## config.mk

```make
export PLATFORM = sky130hd
export DESIGN_NAME = iis_write_logic
export DESIGN_NICKNAME = d
export VERILOG_FILES = /design/src/rtl/iis_write_logic.sv
export SDC_FILE = /design/constraint.sdc
export NUM_CORES = 1
export LEC_CHECK = 0
export BUFFER_PORTS_ARGS = -buffer_cell sky130_fd_sc_hd__buf_4
export CORE_MARGIN = 1.5
export CORE_UTILIZATION = 40
export DETAILED_ROUTE_END_ITERATION = 6
export HOLD_SLACK_MARGIN = 0.1
export PLACE_DENSITY = 0.55
export SLEW_MARGIN = 20
export SYNTH_ARGS = -nofsm -noshare
export SYNTH_HDL_FRONTEND = slang
export SYNTH_SLANG_ARGS = --single-unit
```

## constraint.sdc

```tcl
create_clock -name clk_100m -period 3.4 [get_ports clk_100m]
set_clock_uncertainty 0.15 [all_clocks]
set_input_delay 0.68 -clock clk_100m [delete_from_list [all_inputs] [get_ports clk_100m]]
set_output_delay 0.68 -clock clk_100m [all_outputs]
set_load 0.005 [all_outputs]
```

## src/rtl/iis_write_logic.sv

```systemverilog
// I2S transmitter: 24-bit stereo, bclk = clk/32, lrclk = clk/2048.
// Underrun fill: define IIS_TX_REPEAT_EN to repeat the last frame, else send silence.
module iis_write_logic (
   input  logic        clk_100m,
   input  logic        rst_n,
   input  logic [23:0] ldata_in,
   input  logic [23:0] rdata_in,
   input  logic        sample_valid,
   output logic        sample_ready,
   output logic        bclk,
   output logic        lrclk,
   output logic        sdata_o,
   output logic        underrun
);

   logic [10:0] cnt;
   logic [10:0] cnt_nxt;
   logic [47:0] hold;
   logic [47:0] frame;
   logic        full;
   logic        frame_end;
   logic        xfer;
   logic [4:0]  slot_nxt;
   logic [4:0]  idx;
   logic [23:0] word_nxt;
   logic        bit_nxt;

   assign cnt_nxt      = cnt + 11'd1;
   assign frame_end    = &cnt;
   assign sample_ready = !full && !frame_end;
   assign xfer         = sample_valid && sample_ready;
   assign underrun     = frame_end && !full;
   assign bclk         = cnt[4];
   assign lrclk        = cnt[10];

   // Bit for the slot that begins at the next bclk falling edge.
   always_comb begin
      slot_nxt = cnt_nxt[9:5];
      word_nxt = cnt_nxt[10] ? frame[23:0] : frame[47:24];
      idx      = 5'd24 - slot_nxt;
      bit_nxt  = 1'b0;
      if (slot_nxt >= 5'd1 && slot_nxt <= 5'd24)
         bit_nxt = word_nxt[idx];
   end

   always_ff @(posedge clk_100m or negedge rst_n) begin
      if (!rst_n) begin
         cnt     <= '0;
         sdata_o <= 1'b0;
         hold    <= '0;
         frame   <= '0;
         full    <= 1'b0;
      end else begin
         cnt <= cnt_nxt;
         if (&cnt[4:0])
            sdata_o <= bit_nxt;
         if (xfer) begin
            hold <= {ldata_in, rdata_in};
            full <= 1'b1;
         end
         if (frame_end) begin
            if (full) begin
               frame <= hold;
               full  <= 1'b0;
            end else begin
`ifdef IIS_TX_REPEAT_EN
               frame <= frame;
`else
               frame <= '0;
`endif
            end
         end
      end
   end

endmodule

```

# After elaboration in Yosys (flattened, before gate mapping)
# Index checks and enable logic that the tools add are counted.
dict set report classes {
  addsub 2
  multipliers 0
  n_div 0
  magnitude_cmp 3
  n_eq_ne 0
  shifts 0
  muxes 8
  n_bitwise 0
  n_reduce_logical 8
}
# op n
set ops {}
lappend ops {{$mux W48} 1}
lappend ops {{$mux W24} 1}
lappend ops {{$add A11 B1 Y11 const B} 1}
lappend ops {{$reduce_and A11 Y1} 1}
lappend ops {{$lt A5 B6 Y1 const B} 1}
lappend ops {{$bmux W1 S5} 1}
lappend ops {{$ge A5 B1 Y1 const B} 1}
lappend ops {{$le A5 B5 Y1 const B} 1}
lappend ops {{$mux W1} 5}
lappend ops {{$reduce_and A5 Y1} 1}
lappend ops {{$sub A5 B5 Y5 const A} 1}
lappend ops {{$logic_and A1 B1 Y1} 4}
lappend ops {{$logic_not A1 Y1} 2}
dict set report totals {
  ff_bits 109
  latchBits 0
  mem_bits_rw 0
  romBits 0
  input_bits 51
  n_memories 0
}

# Logic depth before layout (Yosys ltp)
dict set report logic_depth {
  depth_word 7
  mapped_depth 14
  mapped_depth_nobuf 12
}

# Least setup slack after synthesis
# OpenSTA, ideal clock, no wires.
dict set report synth_timing {
  path_type {flip-flop to flip-flop}
  start {reg cnt[0]}
  end {reg sdata_o}
  arrival_ns 2.811
  required_ns 3.184
  setup_slack_ns 0.373
  stages_incl_launch_ff 13
  path_buffers 2
  synth_period_minus_slack_ns 3.027
  cell_sequence {dfrtp_1 > nand2_1 > or3_1 > nand2_1 > buf_2 > inv_1 > ha_1 > buf_1 > xnor3_1 > a21oi_1 > a211oi_2 > o41ai_1 > a31o_1}
}
dict set report synth_between {
  elab_chain_len 5
  elab_cells_between_ends 10
}
# item line
set synth_rtl {}
lappend synth_rtl {{start, declared} 16} ;# logic [10:0] cnt;
lappend synth_rtl {{start signal, assigned} 54} ;# cnt <= cnt_nxt;
lappend synth_rtl {{$add A11 B1 Y11 (*)} 28} ;# assign cnt_nxt = cnt + 11'd1;
lappend synth_rtl {{net cnt_nxt[5]} 17} ;# logic [10:0] cnt_nxt;
lappend synth_rtl {{$sub A5 B5 Y5} 40} ;# idx = 5'd24 - slot_nxt;
lappend synth_rtl {{$bmux W1 S5} 43} ;# bit_nxt = word_nxt[idx];
lappend synth_rtl {{$mux W1 (implied by the code)} 43}
lappend synth_rtl {{$mux W1 (*)} 42} ;# if (slot_nxt >= 5'd1 && slot_nxt <= 5'd24)
lappend synth_rtl {{end signal, assigned} 56} ;# sdata_o <= bit_nxt;
lappend synth_rtl {{end, declared} 12} ;# output logic sdata_o,
# Mark *: on every way through the listed nets, which the timed path passes. The rest lies on a longest branch. The select of a mux whose other input is x is not followed.
# A chain may end at the register's enable or synchronous reset.

# Worst setup path in the final report
dict set report layout_timing {
  start {reg cnt[2]}
  end {reg sdata_o}
}
dict set report layout_between {
  elab_chain_len 5
  elab_cells_between_ends 10
}
# item line
set layout_rtl {}
lappend layout_rtl {{$add A11 B1 Y11} 28}
lappend layout_rtl {{$sub A5 B5 Y5 / $mux W24 (equally long branches)} {40, 39}}
lappend layout_rtl {{$bmux W1 S5} 43}
lappend layout_rtl {{$mux W1 (implied by the code)} 43}
lappend layout_rtl {{$mux W1} 42}
# Parallel ways exist; a longest one is shown, timed or not. The select of a mux whose other input is x is not followed.

==> results_dict.tcl <==
set metrics [dict create \
    start_util_pct 41.6 \
    synth_seq_area_share_pct 53.9 \
    final.setup.tns_ns 0 \
    swShare_pct 19.5 \
    slew_headroom_pct 64.8 \
    drt_iter0_drc 239 \
    synth_edf_count 0 \
    antennaDiodeCount 0 \
    synth-seq-cells 109 \
    grt.total_usage_pct 17.9 \
    worst_slack_ns 0.310 \
    worst_setup_path_start_kind "flip-flop" \
    drc 0 \
    worst-setup-path-type "reg -> reg" \
    rsz0062_at_grt "no" \
    worst_ep_required_time_ns 3.53 \
    avgSynthCellArea_um2 10.7 \
    hold_violations 0 \
    setup_violations 0 \
    maxSlewViolCount 0 \
    synth-main-ff-cell "dfrtp_1" \
    pre_cts_ws_ns 0.283 \
    cts_tree "done" \
    dieWidth_um 115 \
    grt_max_degree 73 \
    area_delta_synth_final_pct 18.4 \
    drv_cap 0 \
    die_h_um 115 \
    yosysWarningCount 0 \
    avgViaCountPerCell 5.15 \
    critPathMaxFanout 6 \
    htreeDepth 3 \
    post-route-min-period_ns 3.09 \
    std_cell_rows 40 \
    coreArea_mm2 0.0122 \
    synthCells 471 \
    p_int_w 0.00211 \
    ant_nets 0 \
    placement.cell_area_mm2 0.00566 \
    portBuffers 55 \
    status "complete, no violations" \
    p_switching_w 0.000510 \
    worst_pin_slew_ns 0.528 \
    ys_types 52 \
    grt_pass1_wl_um 18300 \
    clock_sinks 109 \
    fin_util_pct 49.3 \
    die_area_mm2 0.0133 \
    syn_area_mm2 0.00506 \
    ioPinCount 56 \
    rr_worst_depth 12 \
    irDropWorstVdd_mv 0.241 \
    dp_cells 677 \
    p_comb_share_pct 4.4 \
    final_cell_mix "115 x nand2_1, 109 x dfrtp_1, 65 x buf_4" \
    drive_gt1_share_pct 28.0 \
    layout.cells.most_common "nand2_1" \
    first_pass_iters 5 \
    cp.arrival_ns 3.22 \
    design_area_mm2 0.00599 \
    synthArstFlopShare_pct 100 \
    synth_nets 526 \
    clock_latency_ns 0.35 \
    antenna_found_initial 0 \
    hpwl_um 8010 \
    nNetsFinal 575 \
    p_leak_nw 2.96 \
    hp-class "in -> async" \
    wirelength_um 10800 \
    clkPwrFrac_pct 43.1 \
    grt_pass1_vias 3594 \
    clk_path_buf_depth 2 \
    cts_buffers 9 \
    timing.fmax_mhz 324 \
    fin_crit_sh_pct 90.9 \
    grt.overflow.total 0 \
    fin_cells 693 \
    pwr-share-seq_pct 52.5 \
    cts.clk_slew.worst_paths_ns 0.06 \
    vias 3570 \
    gp_congestion 0.812 \
    end_kind "flip-flop" \
    cts-root-buf "clkbuf_16" \
    power_per_cell_area_mw_per_mm2 437 \
    wire_per_inst_um 15.6 \
]
-- cell families after synthesis --
family | synth area share (%)
AND/OR/NAND/NOR | 19.3
flip-flops | 53.9
multiplexers | 14.6
AO/OA/AOI/OAI | 6.13
buffers and inverters | 2.94
XOR/XNOR | 2.10
adder cells (fa/ha/maj) | 0.989
-- stage by stage --
stage / power [W] / hold slack [ns]
after detailed placement: 0.00152 / 0.308
final: 0.00262 / 0.150
after CTS: 0.00265 / 0.165
after floorplan: 0.00143 / 0.234
after global placement: 0.00151 / 0.300
after global routing: 0.00272 / 0.181
-- power by group through the flow --
stage	sequential [W]	clock (W)	combinational, W
after global placement	0.00140	0	0.000116
final	0.00137	0.00113	0.000115
after floorplan	0.00139	0	0.0000428
after detailed placement	0.00140	0	0.000120
after CTS	0.00137	0.00116	0.000120
after global routing	0.00138	0.00122	0.000131
-- cell usage after synthesis, types with 2 or more instances --
cell        n  area (um2)
mux2_2     51         574
and3_2      2        15.0
nand4_1     5        31.3
buf_2       5        25.0
and2_1      3        18.8
nand2_1   116         435
clkbuf_1   20        75.1
o211ai_1    2        15.0
nor2_1     10        37.5
a21oi_1     4        20.0
xnor3_1     2        45.0
buf_1       2        7.51
inv_1       8        30.0
a211oi_1    5        37.5
a22oi_1     5        37.5
o211a_1     2        20.0
nor3_1      5        25.0
dfrtp_1   109        2730
mux4_2      4        90.1
xnor2_1     4        35.0
o21ai_0     6        30.0
nand3_1    56         280
nand2b_1    8        50.1
o22ai_1     2        12.5
mux4_1      2        52.6
mux2i_1     2        20.0
xor2_1      3        26.3
ha_1        4        50.1
-- flip-flops by register name, indices dropped and copies added, names as in the netlist --
signal	count
hold	48
frame	48
full	1
sdata_o	1
cnt	11
-- metal layers --
layer	track usage (%)	vias to the layer above	part of all wire [%]
li1	-	1735	-
met1	23.4	1773	45
met5	0	-	0
met4	4.94	0	1.2
met2	30.1	53	51
met3	4.13	9	3.5
-- area by class of cell --
cell class                 instances  area, um2
clock inverter                     3       67.6
tap                              168        210
inverter                           8       30.0
sequential                       109       2730
multi-input combinational        326       2190
fill                            1162       6170
clock buffer                      13        260
timing repair buffer              66        508
-- worst max-delay path: stages (launching register included) --
cell	delay, ns
dfrtp_1	0.44
nand3_1	0.22
o21ai_0	0.28
nand2_1	0.18
inv_1	0.22
ha_2	0.30
nand2_1	0.06
or3_2	0.41
o221ai_1	0.11
xor2_1	0.20
nand2_1	0.08
a31oi_1	0.19
a31o_1	0.17
-- worst paths after layout --
| check | startpoint | slack, ns | to |
|---|---|---|---|
| worst min-delay path | rst_n | 0.15 | cnt[2] |
| worst max-delay path | cnt[2] | 0.31 | sdata_o |
| max in group asynchronous | rst_n | 2.21 | hold[19] |
| min in group clk_100m | frame[35] | 0.32 | frame[35] |
| worst max register to register | cnt[2] | 0.31 | sdata_o |
| worst min register to register | frame[35] | 0.32 | frame[35] |
-- what timing repair did --
action,CTS,global route
hold buffers,0,0
setup endpoints to repair,0,1
resized for setup,0,1
setup buffers,0,0
Power figures use the tool's default switching activity.
